## src/rtl/id_ex_stage.sv

```systemverilog
// ============================================================================
// id_ex_stage : decode-to-execute pipeline register with operand forwarding
// Rev 1.0
// ============================================================================
`default_nettype none

module id_ex_stage #(
  parameter int DATA_WIDTH    = 32,
  parameter int OPCODE_LENGTH = 4,
  parameter int REG_ADDR      = 5
) (
  input  logic                     clk,
  input  logic                     reset,
  input  logic                     in_valid,
  output logic                     in_ready,
  input  logic [DATA_WIDTH-1:0]    rs1_data,
  input  logic [DATA_WIDTH-1:0]    rs2_data,
  input  logic [DATA_WIDTH-1:0]    imm,
  input  logic [REG_ADDR-1:0]      rs1_addr,
  input  logic [REG_ADDR-1:0]      rs2_addr,
  input  logic [REG_ADDR-1:0]      rd_addr,
  input  logic [OPCODE_LENGTH-1:0] alu_op,
  input  logic                     alu_src,
  input  logic                     reg_write,
  input  logic                     flush,
  input  logic                     exmem_reg_write,
  input  logic                     memwb_reg_write,
  input  logic [REG_ADDR-1:0]      exmem_rd,
  input  logic [REG_ADDR-1:0]      memwb_rd,
  input  logic [DATA_WIDTH-1:0]    exmem_result,
  input  logic [DATA_WIDTH-1:0]    memwb_result,
  input  logic                     out_ready,
  output logic                     out_valid,
  output logic [DATA_WIDTH-1:0]    SrcA,
  output logic [DATA_WIDTH-1:0]    SrcB,
  output logic [OPCODE_LENGTH-1:0] Operation,
  output logic [DATA_WIDTH-1:0]    store_data,
  output logic [REG_ADDR-1:0]      rd_out,
  output logic                     reg_write_out
);

  logic                     r_valid;
  logic [DATA_WIDTH-1:0]    r_rs1_data;
  logic [DATA_WIDTH-1:0]    r_rs2_data;
  logic [DATA_WIDTH-1:0]    r_imm;
  logic [REG_ADDR-1:0]      r_rs1_addr;
  logic [REG_ADDR-1:0]      r_rs2_addr;
  logic [REG_ADDR-1:0]      r_rd_addr;
  logic [OPCODE_LENGTH-1:0] r_alu_op;
  logic                     r_alu_src;
  logic                     r_reg_write;

  logic                     w_load;
  logic [DATA_WIDTH-1:0]    w_fwd_rs1;
  logic [DATA_WIDTH-1:0]    w_fwd_rs2;

  // EX/MEM has priority over MEM/WB; x0 never forwards.
  function automatic logic [DATA_WIDTH-1:0] fwd(
    input logic [REG_ADDR-1:0]   addr,
    input logic [DATA_WIDTH-1:0] stored
  );
    if (exmem_reg_write && (exmem_rd == addr) && (addr != '0))
      fwd = exmem_result;
    else if (memwb_reg_write && (memwb_rd == addr) && (addr != '0))
      fwd = memwb_result;
    else
      fwd = stored;
  endfunction

  assign in_ready  = !r_valid || out_ready;
  assign w_load    = in_valid && in_ready && !flush;
  assign w_fwd_rs1 = fwd(r_rs1_addr, r_rs1_data);
  assign w_fwd_rs2 = fwd(r_rs2_addr, r_rs2_data);

  always_ff @(posedge clk) begin
    if (!reset) begin
      r_valid     <= 1'b0;
      r_rs1_data  <= '0;
      r_rs2_data  <= '0;
      r_imm       <= '0;
      r_rs1_addr  <= '0;
      r_rs2_addr  <= '0;
      r_rd_addr   <= '0;
      r_alu_op    <= '0;
      r_alu_src   <= 1'b0;
      r_reg_write <= 1'b0;
    end else if (flush) begin
      r_valid <= 1'b0;
    end else if (w_load) begin
      r_valid     <= 1'b1;
      r_rs1_data  <= rs1_data;
      r_rs2_data  <= rs2_data;
      r_imm       <= imm;
      r_rs1_addr  <= rs1_addr;
      r_rs2_addr  <= rs2_addr;
      r_rd_addr   <= rd_addr;
      r_alu_op    <= alu_op;
      r_alu_src   <= alu_src;
      r_reg_write <= reg_write;
    end else if (r_valid && out_ready) begin
      r_valid <= 1'b0;
    end else if (r_valid) begin
      // Stalled: capture forwarded operands so they survive producer retirement.
      r_rs1_data <= w_fwd_rs1;
      r_rs2_data <= w_fwd_rs2;
    end
  end

  assign out_valid     = r_valid;
  assign SrcA          = w_fwd_rs1;
  assign store_data    = w_fwd_rs2;
  assign SrcB          = r_alu_src ? r_imm : w_fwd_rs2;
  assign Operation     = r_valid ? r_alu_op : '0;
  assign rd_out        = r_valid ? r_rd_addr : '0;
  assign reg_write_out = r_valid && r_reg_write;

endmodule

`default_nettype wire

```

## config.mk

```make
export PLATFORM = sky130hd
export DESIGN_NAME = id_ex_stage
export DESIGN_NICKNAME = d
export VERILOG_FILES = /design/src/rtl/id_ex_stage.sv
export SDC_FILE = /design/constraint.sdc
export NUM_CORES = 1
export LEC_CHECK = 0
export BUFFER_PORTS_ARGS = -buffer_cell sky130_fd_sc_hd__buf_2
export CAP_MARGIN = 20
export CORE_MARGIN = 2
export CORE_UTILIZATION = 35
export CTS_BUF_LIST = sky130_fd_sc_hd__clkbuf_4
export DETAILED_ROUTE_END_ITERATION = 12
export PLACE_DENSITY = 0.56
export SLEW_MARGIN = 20
export SYNTH_ARGS = -nofsm -noshare
export SYNTH_HDL_FRONTEND = slang
export SYNTH_SLANG_ARGS = --single-unit
```

## constraint.sdc

```tcl
create_clock -name clk -period 2.6 [get_ports clk]
set_input_delay 0.52 -clock clk [delete_from_list [all_inputs] [get_ports clk]]
set_output_delay 0.52 -clock clk [all_outputs]
set_load 0.01 [all_outputs]
```

==> results of run 1 <==
## per-stage QoR
step,std cells,utilization (%)
final,1670,53.6
after floorplan,1022,-
after global placement,1574,45.6
after CTS,1646,52.3
after detailed placement,1574,45.6
after global routing,1667,53.6
## where the power goes
part | switching, mW | internal (mW) | total, mW
registers | 0.0846 | 1.91 | 1.99
logic | 0.892 | 0.741 | 1.63
clock network | 0.929 | 0.434 | 1.36
## worst max-delay path: stages (launching register included)
cell and delay [ns]:
dfxtp_4 0.39, nor4_4 0.25, buf_4 0.18, o21ai_4 0.09, buf_6 0.15, clkbuf_16 0.16
and4_4 0.17, o31ai_4 0.32, o21ai_1 0.13, buf_2 0.15
## what timing repair did
item                                   in CTS  in global routing
setup buffers                              32                  7
pin swaps                                  87                 23
gates cloned                                9                  5
setup endpoints to repair                  96                 96
resized for setup                         146                 26
endpoints found under the hold margin       0                  0
## routing by layer
layer | up-vias | share of wire (%)
met3 | 58 | 7.9
li1 | 4469 | -
met4 | 0 | 2.6
met5 | - | 0
met2 | 464 | 44
met1 | 4506 | 45
## area by class of cell
cell class                      count  share of cell area, %
Multi-Input combinational cell    726                   47.6
Inverter                           69                   2.16
Tap cell                          285                   2.94
Clock inverter                     14                   1.06
Antenna cell                       12                  0.247
Clock buffer                       18                   1.11
Sequential cell                   118                   19.7
Timing Repair Buffer              428                   25.2
## kinds of logic (layout without fill, tap and decap cells)
logic type,after synthesis,count (layout),share of synthesized area [%]
AO/OA/AOI/OAI,378,378,38.5
XOR/XNOR,18,18,1.95
buffers and inverters,179,529,9.12
flip-flops,118,118,29.2
other,0,12,0
AND/OR/NAND/NOR,329,330,21.2
## cell usage in the layout, fill, tap and decap left out, types with 53 or more instances in the layout
cell / instances
buf_2: 301
a22oi_1: 64
inv_1: 66
a21oi_1: 53
nand2_1: 140
dfxtp_1: 107
nor2_1: 57
o22ai_1: 64
buf_4: 70
## path summary, 6_finish.rpt
check,start,endpoint
max,r_rs2_addr[0]$_SDFFE_PN0P_,SrcB[22]
min,rd_addr[1],r_rd_addr[1]$_SDFFE_PN0P_
max reg2reg,r_rs2_addr[0]$_SDFFE_PN0P_,r_rs2_data[16]$_SDFFE_PN0P_
min reg2reg,r_alu_op[1]$_SDFFE_PN0P_,r_alu_op[1]$_SDFFE_PN0P_
## cells in the mapped netlist (31+ instances only)
cell type and number:
and4_1 33, o21ai_1 33, nand3b_1 32, o22ai_1 64
inv_1 68, nor2_1 66, clkbuf_1 90, dfxtp_1 118
and3_1 31, a21oi_1 53, o21ai_0 32, nand2_1 142
a31oi_1 32, o221ai_1 32, a22oi_1 64
## state kept, by name (all words and copies together), names as in the netlist
name,cells
r_imm,32
r_rs1_data,32
r_rs2_data,32
r_rd_addr,5
r_rs1_addr,5
r_rs2_addr,5
r_alu_op,4
out_valid,1
r_alu_src,1
r_reg_write,1
==> impl_metrics.toml, run 1 <==
[outcome]
status = "finished, violations left"
violations = "negative setup slack"

[yosys]
synth_area_leaders = "dfxtp_1 29%, o31ai_4 7.9%, nand2_1 6.6%, a22oi_1 5.9%, a221oi_2 5.4%"
syn_nets = 1220
ys_warn_count = 0
ys_types = 41
yosysSeqAreaShare_pct = 29.2
synth_edf_count = 0
avgSynthCellArea_sq_um = 7.90
synth_flop_cell = "dfxtp_1"
netlist_area_sq_um = 8080
yosys_register_bits = 118
syn_inst = 1022
synthArstFlopShare_pct = 0
synth_top_cell_by_area = "dfxtp_1"
synth_top_area_share_pct = 29.2

[flow_run]
maxCapViolations = 0

[worst_hold_path]
hp-class = "in -> reg"
hold_depth = 3

[sta]
grt_setup_unrepaired = "yes"
fin_skew_ns = 0.0340
hold_viol_final = 0
slew_headroom_pct = 44.0
worst_slew_pin_slew_ns = 0.839
drv_slew = 0
setup_ws_ns = -0.481
tns_ns = -36.91
holdWs_ns = 0.145
period_share_pct = 119
min_period_ns = 3.08
setup_violations = 96
fmax_mhz = 325

[route]
avgRoutedWirePerCell_um = 21.6
vias = 9497
ant_nets = 0
via_per_inst = 5.69
routed_wl_mm = 36.0
drc = 0
drt-initial-drc-count = 992
drt_pass1_iterations = 5

[pwr]
p_per_area_nw_per_um2 = 411
leakagePower_nw = 5.15
power.total_mw = 4.99
vdd_drop_max_mv = 0.236

[clocking]
hold_buffers = 0
tritoncts = "yes"
cts_root_buf = "clkbuf_4"
clock_latency_ns = 0.59
cts_buffer_depth = 2
htreeDepth = 4
path_clk_slew_ns = 0.15
clock_sinks = 118
numCtsBuffers = 17

[die]
io_pins = 306
coreArea_sq_um = 22600
die-area_sq_um = 24300
die_y_um = 156
die_w_um = 156
rows = 55
start_util_pct = 35.7

[layout]
drive_gt1_share_pct = 45.5
syn_to_final_growth_pct = 50.2
regArea_sq_um = 2390
nets = 1558
multi_input_area_sq_um = 5770
num-fill-cells = 2180
design_area_sq_um = 12100

[setup_path]
crit_path_start_kind = "flop"
crit_path_end_kind = "output port"
r2r_cells = 11
critPathKind = "reg -> out"
r2r_slack_ns = 0.40
crit_required_ns = 2.08
crit_fanout = 7
arrival_ns = 2.56

[global_routing]
grt_pass1_vias = 8975
use_met3_pct = 4.94
grt_pass1_wl_mm = 53.4
top_usage_layer = "met2"
gr-usage-met1_pct = 41.2
overflow = 0
grt_max_degree = 95
antenna_found_initial = 12
grtUsageTotal_pct = 28.4
met2_usage_pct = 42.4

[place]
finalWeightedCongestion = 0.913
post-dp-hpwl_mm = 23.1
place_ws_ns = -0.0584
placed_area_sq_um = 10300
numPortBuffers = 305
(Power assumes the default switching activity.)
==> run 2, diff against run 1 <==
BUFFER_PORTS_ARGS = default   (was -buffer_cell sky130_fd_sc_hd__buf_2)
DONT_BUFFER_PORTS = 1   (was default)
PLACE_DENSITY = 0.45   (was 0.56)
==> impl_metrics.toml, run 2 (same netlist as run 1, synthesis figures left out) <==
[place]
numPortBuffers = 0
place_inst = 1263
place_ws_ns = -0.00696
placed_area_sq_um = 8690
finalWeightedCongestion = 0.831
post-dp-hpwl_mm = 22.4

[setup_path]
crit_start = "r_rs2_addr[4]$_SDFFE_PN0P_"
arrival_ns = 2.51
crit_path_end_kind = "output port"
r2r-start = "r_rs2_addr[4]$_SDFFE_PN0P_"
worstReg2RegEnd = "r_rs2_data[29]$_SDFFE_PN0P_"
critPathKind = "reg -> out"
crit_fanout = 7
r2r_cells = 10
crit_required_ns = 2.08
crit_path_start_kind = "flop"
r2r_slack_ns = 0.40

[layout]
final_common_cell = "nand2_1"
num-fill-cells = 2144
drive_gt1_share_pct = 37.9
nets = 1277
final_cell_mix = "140 x nand2_1, 107 x dfxtp_1, 75 x buf_4"
layoutNonFillerInstCount = 1380
syn_to_final_growth_pct = 38.0
fin_util_pct = 49.3
design_area_sq_um = 11200
top_regs = "r_imm (32), r_rs1_data (32), r_rs2_data (32)"

[route]
via_per_inst = 6.19
drc = 0
avgRoutedWirePerCell_um = 26.4
drt_pass1_iterations = 5
vias = 8536
ant_nets = 0
drt-initial-drc-count = 923
routed_wl_mm = 36.4

[global_routing]
grt_pass1_vias = 8145
use_met3_pct = 8.03
met2_usage_pct = 43.7
grt_pass1_wl_mm = 53.4
overflow = 0
top_usage_layer = "met2"
grtUsageTotal_pct = 28.9
gr-usage-met1_pct = 41.2
antenna_found_initial = 1
grt_max_degree = 118

[clocking]
cts_buffer_depth = 2
clock_latency_ns = 0.57
cts_root_buf = "clkbuf_4"
numCtsBuffers = 17
clock_sinks = 118
path_clk_slew_ns = 0.15
htreeDepth = 4
tritoncts = "yes"

[flow_run]
maxCapViolations = 0

[sta]
setup_ws_ns = -0.429
hold_viol_final = 0
tns_ns = -30.00
slew_headroom_pct = 47.2
holdWs_ns = 0.0478
drv_slew = 0
fin_skew_ns = 0.0284
min_period_ns = 3.03
setup_violations = 96
grt_setup_unrepaired = "yes"
worst_slew_pin_slew_ns = 0.793
fmax_mhz = 330
period_share_pct = 116

[outcome]
violations = "negative setup slack"
status = "finished, violations left"

[pwr]
power.total_mw = 4.78
leakagePower_nw = 3.97
p_per_area_nw_per_um2 = 429
vdd_drop_max_mv = 0.251

[worst_hold_path]
hold_depth = 2
hp-class = "in -> reg"
hp-start = "rs1_addr[1]"
min_to = "r_rs1_addr[1]$_SDFFE_PN0P_"

[die]
rows = 55
die_y_um = 156
coreArea_sq_um = 22600
die-area_sq_um = 24300
die_w_um = 156
io_pins = 306
start_util_pct = 35.7
run 2: changes by cell type in the layout (fill, tap and decap cells not counted), sizes merged:
cell	before	now
bufinv	0	1
clkinvlp	1	3
clkinv	2	3
diode	12	3
bufbuf	0	3
and2	15	14
clkbuf	20	22
buf	426	141
inv	80	76
run 2: layer usage:
| layer | wire (um) | vias to the layer above |
|---|---|---|
| met2 | 16100 | 416 |
| li1 | - | 3899 |
| met1 | 16400 | 4189 |
| met3 | 3380 | 32 |
| met5 | 0 | - |
| met4 | 507 | 0 |
run 2: critical path, cell delays in order, from the launching register on:
cell,delay (ns)
dfxtp_4,0.40
nor4_4,0.29
buf_4,0.17
a211oi_4,0.07
and2_4,0.21
bufbuf_16,0.30
o31ai_4,0.39
o21ai_2,0.12
run 2: power breakdown:
group | switching (mW) | internal [mW] | leakage, nW | total, mW
registers | 0.0858 | 1.91 | 0.973 | 1.99
clock network | 0.912 | 0.512 | 0.143 | 1.42
logic | 0.772 | 0.593 | 2.85 | 1.37
total | 1.77 | 3.01 | 3.97 | 4.78
run 2: how the worst max path moves through the flow:
stage | end | depth (start not counted)
final | SrcB[20] | 7
after global routing | SrcB[20] | 7
after CTS | SrcB[20] | 8
after detailed placement | SrcB[22] | 7
after global placement | SrcB[30] | 8
after floorplan | SrcB[10] | 7
run 2: timing repair:
item	CTS	global route
pin swaps	77	67
resized for setup	205	78
endpoints found under the setup margin	96	96
endpoints found under the hold margin	0	0
buffers inserted	45	26
cloned	16	5
hold buffers	0	0
run 2: area by class of cell:
cell class	count	area [sq um]	share of cell area (%)
Tap cell	285	357	3.20
Clock buffer	18	135	1.21
Inverter	69	272	2.43
Clock inverter	14	143	1.28
Antenna cell	3	7.51	0.0673
Timing Repair Buffer	148	1880	16.9
Sequential cell	118	2400	21.5
Multi-Input combinational cell	725	5950	53.4
